## src/rtl/taiga_config.sv

```systemverilog
// Build-wide sizing constants shared by the writeback/commit path.
package taiga_config;
    localparam int NUM_WB_UNITS_DEF = 4;
    localparam int COMMIT_PORTS_DEF = 2;
    localparam int DATA_W_DEF       = 32;
    localparam int ID_W_DEF         = 3;
    localparam int WB_UNITS_WIDTH   = (NUM_WB_UNITS_DEF > 1) ? $clog2(NUM_WB_UNITS_DEF) : 1;
endpackage

```

## src/rtl/wb_commit_arbiter_pkg.sv

```systemverilog
// Helpers local to the commit arbiter and its unit picker.
package wb_commit_arbiter_pkg;
    // A one-unit configuration still needs a 1-bit index.
    function automatic int unit_idx_w(input int n);
        return (n > 1) ? $clog2(n) : 1;
    endfunction
endpackage

```

## src/rtl/wb_rr_select.sv

```systemverilog
// Multi-grant priority picker: scans requesters from start_i (wrapping) and hands
// the first P requesters to ports 0..P-1 in scan order. Purely combinational.
module wb_rr_select #(
    parameter int N  = 4,
    parameter int P  = 2,
    parameter int IW = 2
) (
    input  logic [N-1:0]         req_i,
    input  logic [IW-1:0]        start_i,
    output logic [N-1:0]         gnt_o,
    output logic [P-1:0]         port_vld_o,
    output logic [P-1:0][IW-1:0] port_idx_o
);
    logic [IW:0]   sum;
    logic [IW-1:0] idx;
    int            cnt;

    always_comb begin
        gnt_o      = '0;
        port_vld_o = '0;
        port_idx_o = '0;
        sum        = '0;
        idx        = '0;
        cnt        = 0;
        for (int k = 0; k < N; k++) begin
            // One extra bit keeps start+k from overflowing before the modulo fold.
            sum = {1'b0, start_i} + (IW+1)'(k);
            if (sum >= (IW+1)'(N)) begin
                sum = sum - (IW+1)'(N);
            end
            idx = sum[IW-1:0];
            if (req_i[idx] && (cnt < P)) begin
                gnt_o[idx] = 1'b1;
                for (int p = 0; p < P; p++) begin
                    if (cnt == p) begin
                        port_vld_o[p] = 1'b1;
                        port_idx_o[p] = idx;
                    end
                end
                cnt = cnt + 1;
            end
        end
    end
endmodule

```

## src/rtl/wb_commit_arbiter.sv

```systemverilog
// Writeback-to-commit arbiter with store-data forwarding; acks are same-cycle, retire
// outputs one cycle later; excess units stay unacked. Option: WB_ROUND_ROBIN_EN.
module wb_commit_arbiter
    import taiga_config::*;
    import wb_commit_arbiter_pkg::*;
#(
    parameter int NUM_WB_UNITS = NUM_WB_UNITS_DEF,
    parameter int COMMIT_PORTS = COMMIT_PORTS_DEF,
    parameter int DATA_W       = DATA_W_DEF,
    parameter int ID_W         = ID_W_DEF
) (
    input  logic                                   clk,
    input  logic                                   rst,
    input  logic [NUM_WB_UNITS-1:0]                unit_done,
    input  logic [NUM_WB_UNITS-1:0][ID_W-1:0]      unit_id,
    input  logic [NUM_WB_UNITS-1:0][DATA_W-1:0]    unit_rd,
    output logic [NUM_WB_UNITS-1:0]                unit_ack,
    output logic [COMMIT_PORTS-1:0]                retired,
    output logic [COMMIT_PORTS-1:0][ID_W-1:0]      ids_retiring,
    output logic [COMMIT_PORTS-1:0][DATA_W-1:0]    retiring_data,
    input  logic                                   store_waiting,
    input  logic [ID_W-1:0]                        store_id_needed,
    input  logic                                   store_ack,
    output logic                                   store_id_done,
    output logic [DATA_W-1:0]                      store_data
);
    localparam int UW = unit_idx_w(NUM_WB_UNITS);

    logic [NUM_WB_UNITS-1:0]             gnt;
    logic [COMMIT_PORTS-1:0]             port_vld;
    logic [COMMIT_PORTS-1:0][UW-1:0]     port_idx;
    logic [COMMIT_PORTS-1:0][ID_W-1:0]   port_id;
    logic [COMMIT_PORTS-1:0][DATA_W-1:0] port_dat;
    logic [UW-1:0]                       scan_start;

    logic [COMMIT_PORTS-1:0]             retired_q, retired_d;
    logic [COMMIT_PORTS-1:0][ID_W-1:0]   ids_q, ids_d;
    logic [COMMIT_PORTS-1:0][DATA_W-1:0] data_q, data_d;
    logic                                sdone_q, sdone_d;
    logic [DATA_W-1:0]                   sdata_q, sdata_d;
    logic                                store_hit;

    wb_rr_select #(
        .N  (NUM_WB_UNITS),
        .P  (COMMIT_PORTS),
        .IW (UW)
    ) u_select (
        .req_i      (unit_done),
        .start_i    (scan_start),
        .gnt_o      (gnt),
        .port_vld_o (port_vld),
        .port_idx_o (port_idx)
    );

`ifdef WB_ROUND_ROBIN_EN
    logic [UW-1:0] rr_ptr_q, rr_ptr_d;

    assign scan_start = rr_ptr_q;

    // Ports fill in scan order, so the highest valid port holds the last unit granted.
    always_comb begin
        rr_ptr_d = rr_ptr_q;
        for (int p = 0; p < COMMIT_PORTS; p++) begin
            if (port_vld[p]) begin
                rr_ptr_d = (port_idx[p] == UW'(NUM_WB_UNITS - 1)) ? '0 : port_idx[p] + 1'b1;
            end
        end
    end

    always_ff @(posedge clk) begin
        if (rst) begin
            rr_ptr_q <= '0;
        end else begin
            rr_ptr_q <= rr_ptr_d;
        end
    end
`else
    assign scan_start = '0;
`endif

    assign unit_ack = rst ? '0 : gnt;

    always_comb begin
        for (int p = 0; p < COMMIT_PORTS; p++) begin
            port_id[p]  = unit_id[port_idx[p]];
            port_dat[p] = unit_rd[port_idx[p]];
        end
    end

    // Idle ports drop their valid but keep the last retired id/data visible.
    always_comb begin
        retired_d = port_vld;
        ids_d     = ids_q;
        data_d    = data_q;
        for (int p = 0; p < COMMIT_PORTS; p++) begin
            if (port_vld[p]) begin
                ids_d[p]  = port_id[p];
                data_d[p] = port_dat[p];
            end
        end
    end

    // A fresh match overrides a same-cycle store_ack; lowest matching port wins.
    always_comb begin
        store_hit = 1'b0;
        sdone_d   = sdone_q & ~store_ack;
        sdata_d   = sdata_q;
        for (int p = 0; p < COMMIT_PORTS; p++) begin
            if (!store_hit && store_waiting && port_vld[p] && (port_id[p] == store_id_needed)) begin
                store_hit = 1'b1;
                sdone_d   = 1'b1;
                sdata_d   = port_dat[p];
            end
        end
    end

    always_ff @(posedge clk) begin
        if (rst) begin
            retired_q <= '0;
            ids_q     <= '0;
            data_q    <= '0;
            sdone_q   <= 1'b0;
            sdata_q   <= '0;
        end else begin
            retired_q <= retired_d;
            ids_q     <= ids_d;
            data_q    <= data_d;
            sdone_q   <= sdone_d;
            sdata_q   <= sdata_d;
        end
    end

    assign retired       = retired_q;
    assign ids_retiring  = ids_q;
    assign retiring_data = data_q;
    assign store_id_done = sdone_q;
    assign store_data    = sdata_q;
endmodule

```

## config.mk

```make
export PLATFORM = sky130hd
export DESIGN_NAME = wb_commit_arbiter
export DESIGN_NICKNAME = d
export VERILOG_FILES = /design/src/rtl/taiga_config.sv /design/src/rtl/wb_commit_arbiter_pkg.sv /design/src/rtl/wb_rr_select.sv /design/src/rtl/wb_commit_arbiter.sv
export SDC_FILE = /design/constraint.sdc
export NUM_CORES = 1
export LEC_CHECK = 0
export CAP_MARGIN = 20
export CORE_MARGIN = 5
export CORE_UTILIZATION = 31
export CTS_CLUSTER_DIAMETER = 100
export CTS_CLUSTER_SIZE = 14
export DETAILED_ROUTE_END_ITERATION = 7
export HOLD_SLACK_MARGIN = 0.12
export PLACE_DENSITY = 0.67
export SETUP_SLACK_MARGIN = 0.2
export SLEW_MARGIN = 20
export SYNTH_ARGS = -nofsm -noshare
export SYNTH_HDL_FRONTEND = slang
export SYNTH_HIERARCHICAL = 1
export SYNTH_SLANG_ARGS = --single-unit
```

## constraint.sdc

```tcl
create_clock -name clk -period 6.7 [get_ports clk]
set_clock_uncertainty 0.1 [all_clocks]
set_input_delay 1.34 -clock clk [delete_from_list [all_inputs] [get_ports clk]]
set_output_delay 1.34 -clock clk [all_outputs]
set_load 0.01 [all_outputs]
```

# Word-level counts from Yosys, hierarchy flattened
# Index checks and enable logic that the tools add are counted.
# classes
eq_ne	5
multipliers	0
bitwise	2
n_lt_le_gt_ge	5
n_reduce_logical	13
n_div	0
mux	40
addsub	2
shifts	0
# ops
cell	n
$mux W32	6
$bmux W32 S2	2
$logic_not A32 Y1	3
$eq A32 B2 Y1 const B	2
$lt A32 B3 Y1 const B	2
$add A32 B2 Y32 const B	1
$mux W4	5
$mux W2	8
$mux W1	14
$bmux W3 S2	2
$mux W3	3
$logic_and A1 B1 Y1	8
$eq A3 B3 Y1	2
$lt A2 B3 Y1 const B	2
$add A1 B1 Y2 const B	1
$lt A1 B2 Y1 const B	1
$reduce_bool A2 Y1	1
$and A1 B1 Y1	1
$eq A1 B1 Y1 const B	1
$logic_not A1 Y1	1
$not A1 Y1	1
# totals
out_inout_bits	109
ff_bits	105
elab_cells	74
latchBits	0
mem_bits_ro	0
mem_bits_rw	0
n_memories	0
inputBits	151

# Longest topological paths before layout
# logic_depth
word_depth	20
depth_mapped	22
depth_no_buf	15

# Modules after synthesis
# The synthesis kept the hierarchy.
# modules_own_cells
module	area_per_inst_um2	seq_area_each_um2	n_inst	cells_each
wb_commit_arbiter	6317.3	2102.0	1	576
wb_rr_select	636.9	0.0	1	76

# Worst setup path after synthesis
# OpenSTA, ideal clock, no wires.
# synth_path
kind	input port to flip-flop
start	input unit_done[1]
end	register sdata_q[21], in the netlist store_data[21]
setup_ns	0.091
setup_slack_ns	0.808
arrival_time_ns	5.701
path_buffers	5
required_time_ns	6.509
stages	18
path_cell_list	mux4_2 buf_4 ha_1 or2_2 o22ai_2 buf_2 inv_1 fa_1 nand3_1 nand2b_1 o211ai_1 buf_4 mux4_2 mux2_4 or3_1 clkbuf_1 buf_2 a311oi_1
# synth_rtl
element	line	rtl
start: declaration	wb_commit_arbiter.sv:14	input logic [NUM_WB_UNITS-1:0] unit_done,
end signal: assignment	wb_commit_arbiter.sv:129	sdata_q <= sdata_d;
end: declaration	wb_commit_arbiter.sv:40	logic [DATA_W-1:0] sdata_q, sdata_d;

==> out/results.ini <==
[timing]
hold_violations = 0
slew_viol_final = 0
slew_headroom_pct = 48.6
final.setup.tns_ns = 0
max_freq_mhz = 162
post-route-min-period_ns = 6.16
worstMarginPinSlew_ns = 0.770
min_period_over_period_pct = 91.9
setup_viol_count_final = 0
rsz0062_at_grt = no

[clock_tree]
post_cts_buffers = 0
cts-root-buf = clkbuf_16
cts.sinks = 105
clk_pin_slew_ns = 0.07
worst_skew_pair.late_latency_ns = 0.34
cts_max_level = 3
cts_max_path_buffers = 2
cts_tree = built
numCtsBuffers = 9

[routing]
drc = 0
vias = 6638
drt_iter0_markers = 330
routedWlPerCell_um = 21.3
vias_per_cell = 5.63
detail-route-antenna-nets = 0
drt_first_pass_iters = 6
drt-total-wl_um = 25100

[layout]
drive_gt1_share_pct = 16.4
final_nets = 1056
antennaDiodeCount = 0
synthToLayoutAreaGrowth_pct = 49.4
utilization_pct = 47.3

[power_and_ir_drop]
power.share.switching_pct = 37.0
leakage_nw = 3.77
comb_power_share_pct = 52.3
ir_worst_vdd_mv = 0.152
cellPowerDensity_mw_per_mm2 = 277
internal_power_mw = 1.81
p_seq_share_pct = 28.1
switchingPower_mw = 1.07
clock_power_share_pct = 19.5

[yosys]
synth_area_leader_cell = dfxtp_1
synthTopCellsByCount = dfxtp_1, mux2i_1, nor2_1, mux4_2, clkbuf_1
synth_cell_types = 44
yosysMostFrequentCell = dfxtp_1
synth_top_area_share_pct = 30.2
yosysWarningCount = 6
ys_async_sr_fraction_pct = 0
seq_area_frac_synth_pct = 30.2
synth_edf_count = 0
ys_ff_latch = 105
syn_area_mm2 = 0.00695
syn_avg_cell_area_um2 = 10.7
netlist_instances = 652
yosys-top-cells-area = dfxtp_1, mux4_2, mux2i_1
synth_flop_cell = dfxtp_1

[die]
dieWidth_um = 160
dieArea_mm2 = 0.0255
std_cell_rows = 54
io_pins = 260
core_area_mm2 = 0.0220
fp.dieH_um = 160
start_util_pct = 31.7

[setup_path]
cp_data_arrival_time_ns = 6.31
worst-path-max-fanout = 32
required_ns = 6.85
critPathCaptureType = register
cp-start-kind = input port
path_class = input port to register

[place]
gp_congestion = 0.805
hpwl_um = 18900
portBuffers = 259

[min_path]
min_path_type = register to register

[grt]
grt_pass1_wl_um = 39300
antenna_found_initial = 0
grt_usage_pct = 19.2
grt_start_max_net_pins = 57
grt.overflow.total = 0
grt_pass1_vias = 6877

[flow_run]
max-cap-violations = 0

[outcome]
outcome = finished clean

==> registers in the layout (all words and copies together) (netlist names) <==
name           cells
retiring_data     64
ids_retiring       6
store_id_done      1
store_data        32
retired            2
==> layout make-up <==
type	instances	area (µm²)
well taps	280	350
multi-input cells	471	4650
clock buffers	14	274
inverters	8	30.0
clock inverters	2	35.0
flip-flops and latches	105	2100
fillers	2022	11600
repair buffers	298	2950
==> path summary, 6_finish.rpt <==
path / startpoint / to / slack (ns) / depth (start not counted)
max: unit_done[1] / store_data[20] / 0.54 / 15
min: retiring_data[47] / retiring_data[47] / 0.39 / 2
max reg2reg: store_data[20] / store_data[20] / 5.74 / 2
min reg2reg: retiring_data[47] / retiring_data[47] / 0.39 / 2
==> critical path: stages <==
cell and delay (ns):
clkdlybuf4s50_1 0.46, mux4_2 0.49, ha_1 0.21, or2_2 0.30
o22ai_2 0.12, inv_1 0.07, fa_1 0.55, nor3_4 0.30
mux2i_4 0.40, mux4_2 0.62, xor2_4 0.26, buf_16 0.24
buf_12 0.15, or4_1 0.49, a311oi_1 0.28
==> power groups by stage <==
stage	registers [mW]	clock network (mW)	logic, mW
4_1_cts	0.810	0.574	1.51
2_1_floorplan	0.868	0	0.806
5_1_grt	0.826	0.599	1.61
6_report	0.810	0.562	1.51
3_3_place_gp	0.820	0	1.46
3_5_place_dp	0.822	0	1.51
==> metrics by stage <==
stage               worst slack, ns  area (µm²)  total power [mW]  cells  hold WS (ns)
floorplan                     0.808        7010              1.67    668         0.409
global placement             0.0319        9990              2.28   1159         0.372
detailed placement         0.000155       10100              2.33   1162         0.380
CTS                           0.364       10400              2.90   1178         0.398
global route                  0.318       10400              3.04   1178         0.420
finish                        0.540       10400              2.88   1178         0.391
==> kinds of logic after synthesis <==
family | after synthesis | share of synthesized area (%)
and+or+nand+nor | 199 | 15.1
muxes | 153 | 35.2
DFF | 105 | 30.2
buffers and inverters | 92 | 6.03
AOI/OAI and AO/OA | 85 | 10.5
adders and majority gates | 12 | 2.27
xor gates and xnor gates | 5 | 0.630
other | 1 | 0.0539
==> per-layer routing <==
metal / wire (µm) / vias up / global-route usage (%) / share of wire, %
met4: 705 / 0 / 6.96 / 2.8
met1: 10400 / 3262 / 24.3 / 41
met5: 0 / - / 0 / 0
li1: - / 3092 / - / -
met2: 12400 / 248 / 32.5 / 49
met3: 1560 / 36 / 3.84 / 6.2
==> cell usage in the layout (no fill, tap or decap), types with 2 or more instances in the layout <==
master,n
conb_1,17
nand2_1,6
buf_4,36
mux4_2,72
nor2b_1,6
or4_1,33
mux2i_2,2
nand3_1,38
a311oi_1,32
buf_16,3
a222oi_1,4
mux2i_4,3
mux2_4,2
a31oi_1,2
clkbuf_8,3
clkbuf_16,9
nand2_2,2
xor2_4,5
nand2b_1,5
mux2i_1,73
ha_1,11
o41ai_1,32
clkdlybuf4s50_1,257
nor4_1,32
dfxtp_1,105
clkbuf_1,2
nor2_1,73
inv_1,8
a21oi_1,3
==> repair_timing <==
item	in CTS	in global routing
endpoints found under the setup margin	0	33
hold endpoints to repair	0	0
resized for setup	0	1
hold buffers	0	0
Note: power is estimated with default switching activity, not from simulation.
